### src/rtl/pooled_output_packer.sv
// Packs pairs of signed 8-bit pooled results into 16-bit words (first result in
// the high byte) and writes them to consecutive output SRAM addresses.
module pooled_output_packer #(
    parameter int unsigned       ADDR_W    = 12,
    parameter int unsigned       DATA_W    = 16,
    parameter logic [ADDR_W-1:0] BASE_ADDR = '0,
    parameter logic [7:0]        PAD_BYTE  = 8'h00
) (
    input  logic              clk,
    input  logic              reset_b,
    input  logic              dut_run,
    input  logic [1:0]        valid_in,
    input  logic [7:0]        data_in,
    output logic              output_sram_write_enable,
    output logic [ADDR_W-1:0] output_sram_write_addresss,
    output logic [DATA_W-1:0] output_sram_write_data,
    output logic              packer_busy,
    output logic              packer_done,
    output logic [ADDR_W-1:0] words_written,
    output logic              addr_overflow
);

    typedef enum logic [2:0] {
        S_IDLE,
        S_COLLECT_HI,
        S_COLLECT_LO,
        S_FLUSH,
        S_DONE
    } state_t;

    state_t state_q, state_d;

    logic              we_q, we_d;
    logic [ADDR_W-1:0] waddr_q, waddr_d;
    logic [DATA_W-1:0] wdata_q, wdata_d;
    logic              busy_q, busy_d;
    logic              done_q, done_d;
    logic [ADDR_W-1:0] words_q, words_d;
    logic              ovf_q, ovf_d;
    logic [ADDR_W-1:0] addr_cnt_q, addr_cnt_d;
    logic [7:0]        hi_q, hi_d;

    always_ff @(posedge clk) begin
        if (reset_b) begin
            state_q <= S_IDLE;
        end else begin
            state_q <= state_d;
        end
    end

    always_comb begin
        state_d = state_q;
        unique case (state_q)
            S_IDLE, S_DONE: begin
                if (dut_run) state_d = S_COLLECT_HI;
            end
            S_COLLECT_HI: begin
                if (valid_in == 2'b01)      state_d = S_COLLECT_LO;
                else if (valid_in == 2'b10) state_d = S_FLUSH;
            end
            S_COLLECT_LO: begin
                if (valid_in[0])            state_d = S_COLLECT_HI;
                else if (valid_in == 2'b10) state_d = S_FLUSH;
            end
            S_FLUSH: state_d = S_DONE;
            default: state_d = S_IDLE;
        endcase
    end

    always_comb begin
        we_d       = 1'b0;
        waddr_d    = waddr_q;
        wdata_d    = wdata_q;
        done_d     = 1'b0;
        words_d    = words_q;
        ovf_d      = ovf_q;
        addr_cnt_d = addr_cnt_q;
        hi_d       = hi_q;
        busy_d     = (state_d == S_COLLECT_HI) || (state_d == S_COLLECT_LO) ||
                     (state_d == S_FLUSH);
        unique case (state_q)
            S_IDLE, S_DONE: begin
                if (dut_run) begin
                    addr_cnt_d = BASE_ADDR;
                    words_d    = '0;
                    ovf_d      = 1'b0;
                end
            end
            S_COLLECT_HI: begin
                if (valid_in == 2'b01) begin
                    hi_d = data_in;
                end else if (valid_in == 2'b11) begin
                    we_d    = 1'b1;
                    wdata_d = {data_in, PAD_BYTE};
                end
            end
            S_COLLECT_LO: begin
                if (valid_in[0]) begin
                    we_d    = 1'b1;
                    wdata_d = {hi_q, data_in};
                end else if (valid_in == 2'b10) begin
                    we_d    = 1'b1;
                    wdata_d = {hi_q, PAD_BYTE};
                end
            end
            S_FLUSH: done_d = 1'b1;
            default: ;
        endcase
        // The presented address is the pre-increment counter value.
        if (we_d) begin
            waddr_d    = addr_cnt_q;
            addr_cnt_d = addr_cnt_q + ADDR_W'(1);
            words_d    = words_q + ADDR_W'(1);
            if (addr_cnt_q == '1) ovf_d = 1'b1;
        end
    end

    always_ff @(posedge clk) begin
        if (reset_b) begin
            we_q       <= 1'b0;
            waddr_q    <= '0;
            wdata_q    <= '0;
            busy_q     <= 1'b0;
            done_q     <= 1'b0;
            words_q    <= '0;
            ovf_q      <= 1'b0;
            addr_cnt_q <= BASE_ADDR;
            hi_q       <= '0;
        end else begin
            we_q       <= we_d;
            waddr_q    <= waddr_d;
            wdata_q    <= wdata_d;
            busy_q     <= busy_d;
            done_q     <= done_d;
            words_q    <= words_d;
            ovf_q      <= ovf_d;
            addr_cnt_q <= addr_cnt_d;
            hi_q       <= hi_d;
        end
    end

    assign output_sram_write_enable   = we_q;
    assign output_sram_write_addresss = waddr_q;
    assign output_sram_write_data     = wdata_q;
    assign packer_busy                = busy_q;
    assign packer_done                = done_q;
    assign words_written              = words_q;
    assign addr_overflow              = ovf_q;

endmodule

### config.mk
export PLATFORM = sky130hd
export DESIGN_NAME = pooled_output_packer
export DESIGN_NICKNAME = d
export VERILOG_FILES = /design/src/rtl/pooled_output_packer.sv
export SDC_FILE = /design/constraint.sdc
export NUM_CORES = 1
export LEC_CHECK = 0
export CAP_MARGIN = 20
export CORE_MARGIN = 2
export CORE_UTILIZATION = 47
export CTS_CLUSTER_DIAMETER = 100
export DETAILED_ROUTE_END_ITERATION = 8
export DONT_BUFFER_PORTS = 1
export GPL_TIMING_DRIVEN = 0
export PLACE_DENSITY = 0.63
export SETUP_SLACK_MARGIN = 0.5
export SLEW_MARGIN = 20
export SYNTH_ARGS = -nofsm -noshare
export SYNTH_HDL_FRONTEND = slang
export SYNTH_SLANG_ARGS = --single-unit
### constraint.sdc
create_clock -name clk -period 3.2 [get_ports clk]
set_clock_uncertainty 0.15 [all_clocks]
set_input_delay 0.64 -clock clk [delete_from_list [all_inputs] [get_ports clk]]
set_output_delay 0.64 -clock clk [all_outputs]
set_load 0.02 [all_outputs]
==> summary.txt <==
Worst hold path
  – Hold_sp: data_in[6]
  – Min-Delay Endpoint: output_sram_write_data[6]
  – Worst Hold Class: in -> reg
  – Worst Hold Path Cells: 2

Floorplan
  – Starting Density: 0.479
  – Io pins: 57
  – Die Y: 81.2 µm
  – CORE AREA: 0.00585 mm²
  – Row cnt: 28
  – Die width: 81.2 µm
  – Die area: 0.00659 mm²

Clocking
  – Post-CTS Hold Fix Bufs: 0
  – Resize count post-CTS: 0
  – Clock-pin slew on the worst setup and hold paths: 80 ps
  – Clock Sinks: 67
  – CTS Buf Count: 9
  – Max H-tree Level: 3
  – Post-CTS Repair Setup Buffers: 0
  – CTS tree: yes
  – Root buffer cell: clkbuf_8
  – CTS max path bufs: 2
  – Clk_lat worst skew: 350 ps

Synth
  – Netlist cell types: 42
  – Asr flop ratio synth: 0
  – Post-synth EDFFs: 0
  – Syn_nets: 337
  – Yosys warns: 0
  – Most used DFF post-synth: dfxtp_1
  – Seq/Total Area, Yosys: 0.479
  – Seq cells post-synth: 67
  – Post-synthesis cell count: 322
  – Mapped cell area: 0.00280 mm²
  – Avg Cell Area, Syn: 8.70 µm²

Detailed routing
  – DR pass1 iterations: 4
  – Final ANT Viol Nets: 0
  – Iter 0 DRT Violations: 200
  – Via count: 2301
  – DR DRC count: 0
  – Total wire length: 6570 µm
  – Via density: 5.57
  – Wire per inst: 15.9 µm

Worst setup path
  – Crit-path max cell delay: 680 ps
  – CP Cell Sequence: buf_2 -> nor2_1 -> o22ai_1 -> a221oi_2 -> clkbuf_1 -> o21ai_0 -> o21ai_0
  – Crit path DAT: 2530 ps
  – FF-to-FF End: words_written[5]
  – Critical Path RT: 3330 ps
  – Register-to-Register Setup Slack: 910 ps
  – Max stage delay cell, worst path: a221oi_2
  – WS Path Type: in -> reg
  – Critical Path Start Type: primary input
  – Worst R2R Start: state_q[2]
  – Crit path from: valid_in[1]
  – R2R depth: 7
  – CP delay by family, top: compound AO/OA/AOI/OAI gates
  – Crit Path Max Fanout: 10
  – Critical path capture point type: register
  – CP most frequent cell: o21ai_0
  – Worst path buffer plus inverter count: 2

Placement
  – DP Cell Count: 397
  – HPWL after DPL: 4420 µm
  – Final GP Congestion: 0.848
  – PortBufs: 0

STA
  – Count of final setup violators: 0
  – Least-Margin Pin Slew: 904 ps
  – RSZ-0062 raised after global routing: false
  – Hold WS: 283 ps
  – Setup TNS: 0 ps
  – Max-slew violations: 0
  – Post-route minimum period: 2400 ps
  – Fin crit share: 0.750
  – Hold Violations, Final: 0
  – Slew headroom: 0.394
  – Achievable Freq: 417 MHz

Flow run
  – Max-cap violation count: 0

Power
  – Total power: 1.82 mW
  – P_leak: 1.10 nW
  – Power per cell area: 584 mW/mm²
  – VDD IR max: 0.407 mV

Status
  – Status: completed

GRT
  – Largest net degree at the start of global routing: 14
  – First-pass GRT wire length: 10700 µm
  – Gr usage total: 0.216
  – Vias in the first global route: 2122
  – Gr ovfl total: 0
  – Antenna violations before repair: 0

Finish
  – Utilization after layout: 0.533
  – Non-Filler Instances: 413
  – Final nets: 348
  – Ant. Diodes: 0
  – # fillers: 562
  – Share of post-route cells with drive strength above 1: 0.0917
  – Area grow syn2layout: 11.3%
-- synthesized netlist by cell type, drive strengths merged, types with 2 or more instances --
library cell  number  area share
a211oi             9       0.024
o21ai             20       0.036
clkbuf            12       0.016
ha                 2      0.0089
or2                6       0.013
and2               3      0.0067
o311ai             3      0.0094
nand2             45       0.060
and4               2      0.0063
a22o               2      0.0063
nand2b             2      0.0045
xor2               5       0.016
nand4              3      0.0067
nor3              10       0.020
and3               3      0.0067
buf                6       0.011
nor2              36       0.049
inv                8       0.011
mux2i             20       0.071
a22oi              8       0.021
a21oi             20       0.036
or3                4      0.0089
a221o              2      0.0071
a21o               2      0.0054
nand3             11       0.020
dfxtp             67        0.48
o31ai              2      0.0054
-- power by group --
group          total [mW]  switching, mW  internal, mW
Sequential          0.886         0.0329         0.853
Clock               0.802          0.358         0.444
Combinational       0.131         0.0858        0.0448
Total                1.82          0.477          1.34
-- per-stage QoR --
step | instance area, µm² | setup WS [ps]
finish | 3120 | 801
floorplan | 2800 | 934
CTS | 3120 | 787
detailed placement | 2890 | 460
global route | 3120 | 600
global placement | 2890 | 462
-- layout by cell type, fill, tap and decap left out, drive strengths merged, types with 3 or more instances in the layout --
cell    instances
a22oi           8
and3            3
o21ai          20
mux2i          20
a211oi          9
xor2            5
nor3           10
and2            3
o311ai          3
inv            10
a21oi          20
nand3          11
clkbuf         21
nand4           3
nand2          45
nor2           36
dfxtp          67
or2             6
or3             4
buf             6
-- registers in the layout, summed over array words and instances, names as in the netlist --
signal / count
output_sram_write_enable: 1
hi_q: 8
addr_overflow: 1
packer_done: 1
addr_cnt_q: 12
state_q: 3
words_written: 12
packer_busy: 1
output_sram_write_data: 16
output_sram_write_addresss: 12
-- kinds of logic after synthesis --
family | Yosys count | synth area share
multiplexers | 20 | 0.0715
XOR/XNOR | 5 | 0.0156
buffers and inverters | 26 | 0.0380
AND/OR/NAND/NOR | 130 | 0.219
flip-flops | 67 | 0.479
AO/OA/AOI/OAI | 72 | 0.168
adder cells (fa/ha/maj) | 2 | 0.00894
-- how the worst max path moves through the flow --
| stage | cells after the start | slack [ps] | end |
|---|---|---|---|
| final | 7 | 800 | words_written[5] |
| after global placement | 7 | 460 | words_written[5] |
| after floorplan | 7 | 930 | words_written[5] |
| after CTS | 7 | 790 | words_written[5] |
| after detailed placement | 7 | 460 | words_written[5] |
| after global routing | 7 | 600 | words_written[5] |
-- routing by layer --
layer	global-route usage	vias up	wire [µm]
li1	-	1149	-
met1	0.268	1090	2990
met2	0.336	49	3030
met3	0.0656	13	367
met4	0.115	0	180
met5	0	-	0
-- final cells by class --
cell class                      count  area [µm²]  share of cell area
Buffer                             18        76.3              0.0245
Clock buffer                        9         124              0.0397
Clock inverter                      7        98.8              0.0317
Inverter                            8        30.0             0.00963
Multi-Input combinational cell    229        1350               0.434
Sequential cell                    67        1340               0.430
Tap cell                           75        93.8              0.0301
Note: power is estimated with default switching activity, not from simulation.
